## src/rtl/sum_uart_tx.sv

```systemverilog
// Buffers 4-bit adder sums in a small FIFO and serialises each word as
// start / data LSB-first / optional even parity / stop on a single pin.
module sum_uart_tx #(
  parameter int unsigned DATA_W       = 4,
  parameter int unsigned FIFO_DEPTH   = 4,
  parameter int unsigned CLKS_PER_BIT = 4,
  parameter int unsigned PARITY_EN    = 1
) (
  input  logic                                clk,
  input  logic                                rst,
  input  logic [DATA_W-1:0]                   in_data,
  input  logic                                in_valid,
  output logic                                in_ready,
  input  logic                                clr_ovf,
  output logic                                tx,
  output logic                                tx_busy,
  output logic [$clog2(FIFO_DEPTH+1)-1:0]     fifo_count,
  output logic                                overflow
);

  localparam int unsigned CW = $clog2(FIFO_DEPTH + 1);
  localparam int unsigned PW = $clog2(FIFO_DEPTH);
  localparam int unsigned BW = (CLKS_PER_BIT > 1) ? $clog2(CLKS_PER_BIT) : 1;
  localparam int unsigned IW = (DATA_W > 1) ? $clog2(DATA_W) : 1;

  localparam logic [CW-1:0] FULL     = CW'(FIFO_DEPTH);
  localparam logic [BW-1:0] BIT_LAST = BW'(CLKS_PER_BIT - 1);
  localparam logic [IW-1:0] IDX_LAST = IW'(DATA_W - 1);

  typedef enum logic [2:0] {IDLE, START, DATA, PARITY, STOP} state_t;

  state_t              state, state_next;
  logic [DATA_W-1:0]   mem [FIFO_DEPTH];
  logic [PW-1:0]       wr_ptr, rd_ptr;
  logic                push, drop, pop;
  logic [DATA_W-1:0]   shreg, shreg_next;
  logic                par, par_next;
  logic [BW-1:0]       bit_cnt, bit_cnt_next;
  logic [IW-1:0]       idx, idx_next;
  logic                tx_next;
  logic                bit_last;

  assign in_ready = (fifo_count != FULL);
  assign push     = in_valid && in_ready;
  assign drop     = in_valid && !in_ready;
  assign bit_last = (bit_cnt == BIT_LAST);

  always_ff @(posedge clk) begin
    if (push) mem[wr_ptr] <= in_data;
  end

  always_ff @(posedge clk) begin
    if (rst) begin
      wr_ptr     <= '0;
      rd_ptr     <= '0;
      fifo_count <= '0;
      overflow   <= 1'b0;
    end else begin
      if (push) wr_ptr <= wr_ptr + 1'b1;
      if (pop)  rd_ptr <= rd_ptr + 1'b1;
      case ({push, pop})
        2'b10:   fifo_count <= fifo_count + 1'b1;
        2'b01:   fifo_count <= fifo_count - 1'b1;
        default: fifo_count <= fifo_count;
      endcase
      if (drop)         overflow <= 1'b1;
      else if (clr_ovf) overflow <= 1'b0;
    end
  end

  always_ff @(posedge clk) begin
    if (rst) begin
      state   <= IDLE;
      tx      <= 1'b1;
      tx_busy <= 1'b0;
      shreg   <= '0;
      par     <= 1'b0;
      bit_cnt <= '0;
      idx     <= '0;
    end else begin
      state   <= state_next;
      tx      <= tx_next;
      tx_busy <= (state_next != IDLE);
      shreg   <= shreg_next;
      par     <= par_next;
      bit_cnt <= bit_cnt_next;
      idx     <= idx_next;
    end
  end

  always_comb begin
    state_next = state;
    pop        = 1'b0;
    shreg_next = shreg;
    par_next   = par;
    idx_next   = idx;

    case (state)
      IDLE: begin
        if (fifo_count != '0) begin
          pop        = 1'b1;
          state_next = START;
        end
      end
      START: begin
        if (bit_last) state_next = DATA;
      end
      DATA: begin
        if (bit_last) begin
          shreg_next = shreg >> 1;
          idx_next   = idx + 1'b1;
          if (idx == IDX_LAST) state_next = (PARITY_EN != 0) ? PARITY : STOP;
        end
      end
      PARITY: begin
        if (bit_last) state_next = STOP;
      end
      STOP: begin
        if (bit_last) begin
          if (fifo_count != '0) begin
            pop        = 1'b1;
            state_next = START;
          end else begin
            state_next = IDLE;
          end
        end
      end
      default: state_next = IDLE;
    endcase

    if (pop) begin
      shreg_next = mem[rd_ptr];
      par_next   = ^mem[rd_ptr];
    end
    if (state != DATA) idx_next = '0;

    // bit_cnt restarts on every bit boundary, including STOP->START re-entry
    if (state == IDLE || bit_last || state_next != state) bit_cnt_next = '0;
    else                                                   bit_cnt_next = bit_cnt + 1'b1;

    // tx is the registered image of the state being entered on this edge
    case (state_next)
      START:   tx_next = 1'b0;
      DATA:    tx_next = shreg_next[0];
      PARITY:  tx_next = par_next;
      default: tx_next = 1'b1;
    endcase
  end

endmodule

```

## config.mk

```make
export PLATFORM = sky130hd
export DESIGN_NAME = sum_uart_tx
export DESIGN_NICKNAME = d
export VERILOG_FILES = /design/src/rtl/sum_uart_tx.sv
export SDC_FILE = /design/constraint.sdc
export NUM_CORES = 1
export LEC_CHECK = 0
export CAP_MARGIN = 5
export CORE_ASPECT_RATIO = 1.25
export CORE_MARGIN = 3
export CORE_UTILIZATION = 44
export CTS_CLUSTER_SIZE = 25
export DETAILED_ROUTE_END_ITERATION = 6
export PLACE_DENSITY = 0.67
export SLEW_MARGIN = 20
export SYNTH_ARGS = -nofsm -noshare
export SYNTH_HDL_FRONTEND = slang
export SYNTH_SLANG_ARGS = --single-unit
```

## constraint.sdc

```tcl
create_clock -name clk -period 6.4 [get_ports clk]
set_input_delay 1.28 -clock clk [delete_from_list [all_inputs] [get_ports clk]]
set_output_delay 1.28 -clock clk [all_outputs]
set_load 0.01 [all_outputs]
```

* Word-level counts from Yosys, hierarchy flattened
Memory sizes are Yosys's and may differ from the RTL's. A register that Yosys moved wholly into a read port is not among the register bits. Cells that the tools add are included.
Storage, ports and cells: bits in registers 22, memory bits (writable) 16, logic and storage cells 73, memories kept 1
Memory list:
- mem | words 4, bits a word 4, rd ports 1, clocked after memory_dff 1, write ports 1, RTL line 33 | logic [DATA_W-1:0] mem [FIFO_DEPTH];
Cells by class: add/subtract/negate cells 6, equal/unequal tests 14, multiplexer cells 23, reduce and logical (&&, ||, !) cells 17
Operators by type and width (number):
- 3-bit 2-to-1 mux | 6
- 3-bit case mux with 5 select lines | 1
- 3-bit by 2-bit equality test with 1-bit output, second input constant | 4
- 4-bit 2-to-1 mux | 3
- 2-bit by 1-bit adder with 2-bit output, second input constant | 4
- 1-bit 2-to-1 mux | 8
- 2-bit nonzero test | 4
- 2-bit equality test, second input constant | 3
- 3-bit by 1-bit equality test with 1-bit output, second input constant | 2
- 3-bit case mux with 2 select lines | 1
- 3-bit nonzero test | 2
- 2-bit 2-to-1 mux | 2
- 2-bit AND reduction | 2
- 2-bit OR reduction | 2
- 4-bit parity | 1
- 3-bit by 1-bit adder with 3-bit output, second input constant | 1
- 3-bit equality test, second input constant | 1
- 3-bit zero test | 1
- 3-bit by 2-bit != test with 1-bit output, second input constant | 1
- 3-bit != test | 1
- 3-bit != test, second input constant | 1
- 1-bit case mux with 3 select lines | 1
- 3-bit by 1-bit subtractor with 3-bit output, second input constant | 1
- 2-bit by 1-bit equality test with 1-bit output, second input constant | 1
- 4 further kinds | 6

* Depth between registers and ports, before layout
depth after elaboration 7, depth in mapped cells 12, mapped depth without buffers 10

* Least setup slack after synthesis
OpenSTA, ideal clock, no wires.
path kind input to register, from input port in_valid, to register fifo_count[2], library setup time 0.070 ns, arrival time 2.647 ns, setup slack 3.683 ns, stages on the path 8, buffers on the path 0, cells stage by stage and2_1 -> inv_1 -> ha_1 -> inv_1 -> fa_1 -> xor2_1 -> or3_1 -> a21oi_1
Between the ends: cells in the longest elaborated chain, start to end 3, elaborated cells on any way between the ends 5, those cells by class eq/ne (2); mux (1); reduce/logical (2)
Ends and longest elaborated chain:
- from (decl) | RTL line 12 | input logic in_valid,
- 1-bit logical AND * | RTL line 44 | assign push = in_valid && in_ready;
- 2-bit by 1-bit equality test with 1-bit output / 2-bit equality test (equally long branches) | RTL line 61 | case ({push, pop})
- 3-bit case mux with 2 select lines / 2-bit nonzero test (equally long branches)
- to (signal assigned) | RTL line 62 | 2'b10: fifo_count <= fifo_count + 1'b1;
- to (signal assigned) | RTL line 63 | 2'b01: fifo_count <= fifo_count - 1'b1;
- to (signal assigned) | RTL line 64 | default: fifo_count <= fifo_count;
- to (decl) | RTL line 17 | output logic [$clog2(FIFO_DEPTH+1)-1:0] fifo_count,
Mark *: on every way between the ends. The rest lies on a longest branch, timed or not. A chain may end at the register's enable or synchronous reset.

* Worst setup path after layout
Ends and elaborated chain as after synthesis.

==> flow_summary_export.csv <==
group,metric,value,unit
pwr,p_leak,0.731,nW
floorplanning,io_pins,15,
detailed_routing,wl,3.03,mm
setup_path,crit_type,"primary input to flip-flop",
sta,worst_slew_margin_rel,49.5,%
worst_hold_path,worstHoldPathCells,2,
cts,clk_latency,0.29,ns
setup_path,cp_max_fo,6,
sta,hold_violations,0,
cts,cts_buffer_depth,2,
place,gp_congestion,0.708,
synthesis,yosys_warnings,0,
floorplanning,die_area,4910,µm²
cts,post_cts_resized,0,
floorplanning,start_util,46.9,%
synthesis,synthesis.nets,169,
synthesis,synth_cell_type_count,43,
cts,cts_setup_buffers,0,
detailed_routing,vias_per_cell,5.26,
floorplanning,row_count,25,
cts,htree_levels,2,
synthesis,synth_edf_count,16,
place,dpl.hpwl,2.27,mm
synthesis,synth_seq_cells,40,
setup_path,start_kind,"primary input",
floorplanning,die_w,63.3,µm
setup_path,r2r_start,"bit_cnt[0]",
layout,drive_above_1_share,9.58,%
synthesis,syn_area_per_cell,11.9,µm²
sta,skew,0.00668,ns
place,place_area,1970,µm²
sta,setup-tns-final,0,ns
synthesis,synth.top_cells.by_area,"dfxtp_1 27%, edfxtp_1 27%, ha_1 5.6%, mux4_1 4.4%, a21oi_1 2.8%",
grt,grt_first_pass_wirelength,5.18,mm
grt,antenna_found_initial,0,
layout,n_fill_cell,340,
cts,cts_root_buf,"clkbuf_8",
setup_path,rrSetupSlack,3.83,ns
sta,period_share,47.7,%
layout,syn2layout_area_growth,14.3,%
cts,path_clk_slew,0.08,ns
synthesis,synth_most_common_cell,"dfxtp_1",
floorplanning,core-area,3850,µm²
grt,grt_pass1_vias,1185,
grt,grt_max_degree,22,
worst_hold_path,hold_path_startpoint,"shreg[2]",
place,portBuffers,14,
setup_path,required,6.61,ns
sta,finalSetupViolCount,0,
cts,holdBufCountCts,0,
synthesis,synth_largest_area_cell,"dfxtp_1",
detailed_routing,wl_per_cell,13.7,µm
synthesis,ys_top_cells_by_count,"24 x dfxtp_1, 16 x edfxtp_1, 13 x nor2_1, 10 x a21oi_1, 9 x inv_1",
synthesis,synth_area,1800,µm²
layout,stdcell_area,2060,µm²
layout,layout.nets,183,
pwr,ir_worst_vdd,143,µV
grt,gr-total-overflow,0,
layout,final_util,53.6,%
cts,clock_sinks,40,
detailed_routing,ant_nets,0,
detailed_routing,detailedRoute.firstPassIterationCount,4,
place,dp.cells,213,
setup_path,endpoint_kind,"flip-flop",
floorplanning,die_h,77.6,µm
detailed_routing,drc,0,
sta,worstMarginPinSlew,0.755,ns
outcome,outcome,"complete, no violations",
synthesis,synth-async-reset-ratio,0,%
setup_path,worstRegToRegCells,10,
sta,fmax,327,MHz
detailed_routing,drtIter0Drc,53,
cts,cts_tree,"yes",
setup_path,cp-startpoint,"in_valid",
synthesis,synth_ff_type,"dfxtp_1",
sta,layout_setup_ws,3.35,ns
sta,period_minus_slack,3.05,ns
worst_hold_path,min_to,"shreg[2]",
synthesis,synth.top_cell.area_share,26.6,%
setup_path,crit_arrival,3.26,ns
worst_hold_path,hold_class,"flip-flop to flip-flop",
setup_path,r2r-end,"fifo_count[2]",
synthesis,synth_sequential_area_ratio,53.3,%
place,dp_slack,3.05,ns
sta,rsz0062_at_grt,"no",
layout,antennaDiodeCount,0,
sta,maxSlewViolCount,0,
layout,fin_cells,221,
detailed_routing,via_count,1163,
pwr,power_density,363,nW/µm²
grt,grt_use_total,13.7,%
synthesis,synth_cells,152,
cts,cts_buffers,5,
flow_run,drv_cap,0,
-- critical path, cell delays in order --
cell and delay (ns):
clkdlybuf4s50_1 0.47, and2_1 0.20, inv_1 0.09, ha_1 0.18
inv_1 0.06, fa_1 0.38, xor2_1 0.17, or3_1 0.30
a21oi_1 0.14
-- power breakdown --
part           internal [mW]  switching [mW]  total, mW
clock                 0.0771          0.0896      0.167
sequential             0.315          0.0365      0.351
combinational          0.114           0.116      0.230
-- layout by cell type (no fill, tap or decap), types with 2 or more instances in the layout --
cell type and n:
clkdlybuf4s50_1 14, or3_1 2, xor2_1 4, dfxtp_1 24, clkinvlp_4 2, nor2_1 13
o21ai_0 3, nand2_1 6, a32oi_1 2, and2_1 4, xnor2_1 4, mux4_1 3
nand4b_1 2, and3_1 4, nand2b_1 2, nor3_1 4, inv_1 9, edfxtp_1 16
clkbuf_8 5, nand3_1 4, ha_1 8, a2111oi_0 2, a21oi_1 10
-- per-layer routing --
| layer | global-route usage (%) | part of all wire, % |
|---|---|---|
| met1 | 14.1 | 41 |
| met2 | 24.9 | 54 |
| met3 | 4.05 | 3.2 |
| met4 | 6.48 | 2.1 |
| met5 | 0 | 0 |
-- cells by family (layout without fill, tap and decap cells) --
group                    after synthesis  after routing  synth area share, %
adder cells (fa/ha/maj)                9              9                 6.66
flip-flops                            40             40                 53.3
XOR/XNOR                               8              8                 3.89
AO/OA/AOI/OAI                         23             23                 9.72
buffers and inverters                 17             32                 4.44
AND/OR/NAND/NOR                       48             48                 14.4
multiplexers                           7              7                 7.63
-- cell type report --
type / count / area (µm²) / share of cell area (%)
inverter: 10 / 37.5 / 1.82
clock inverter: 3 / 23.8 / 1.15
clock buffer: 5 / 68.8 / 3.34
multi-input combinational: 95 / 762 / 37.0
sequential: 40 / 961 / 46.6
timing repair buffer: 14 / 140 / 6.80
tap: 54 / 67.6 / 3.28
-- per-stage QoR --
step	total power, mW	hold slack (ns)
5_1_grt	0.798	0.508
2_1_floorplan	0.525	0.443
6_report	0.748	0.468
3_5_place_dp	0.590	0.458
3_3_place_gp	0.578	0.451
4_1_cts	0.758	0.469
-- flip-flops by register name, summed over array words and instances (netlist names), named ones only --
signal,flops
shreg,4
idx,2
tx_busy,1
fifo_count,3
bit_cnt,2
rd_ptr,2
wr_ptr,2
overflow,1
mem,16
tx,1
state,3
par,1
-- how the worst max path moves through the flow --
stage	end	cells past startpoint
finish	fifo_count[2]	9
global route	fifo_count[2]	9
CTS	fifo_count[2]	9
detailed placement	fifo_count[2]	9
global placement	fifo_count[2]	9
floorplan	fifo_count[2]	8
(Power assumes the default switching activity.)
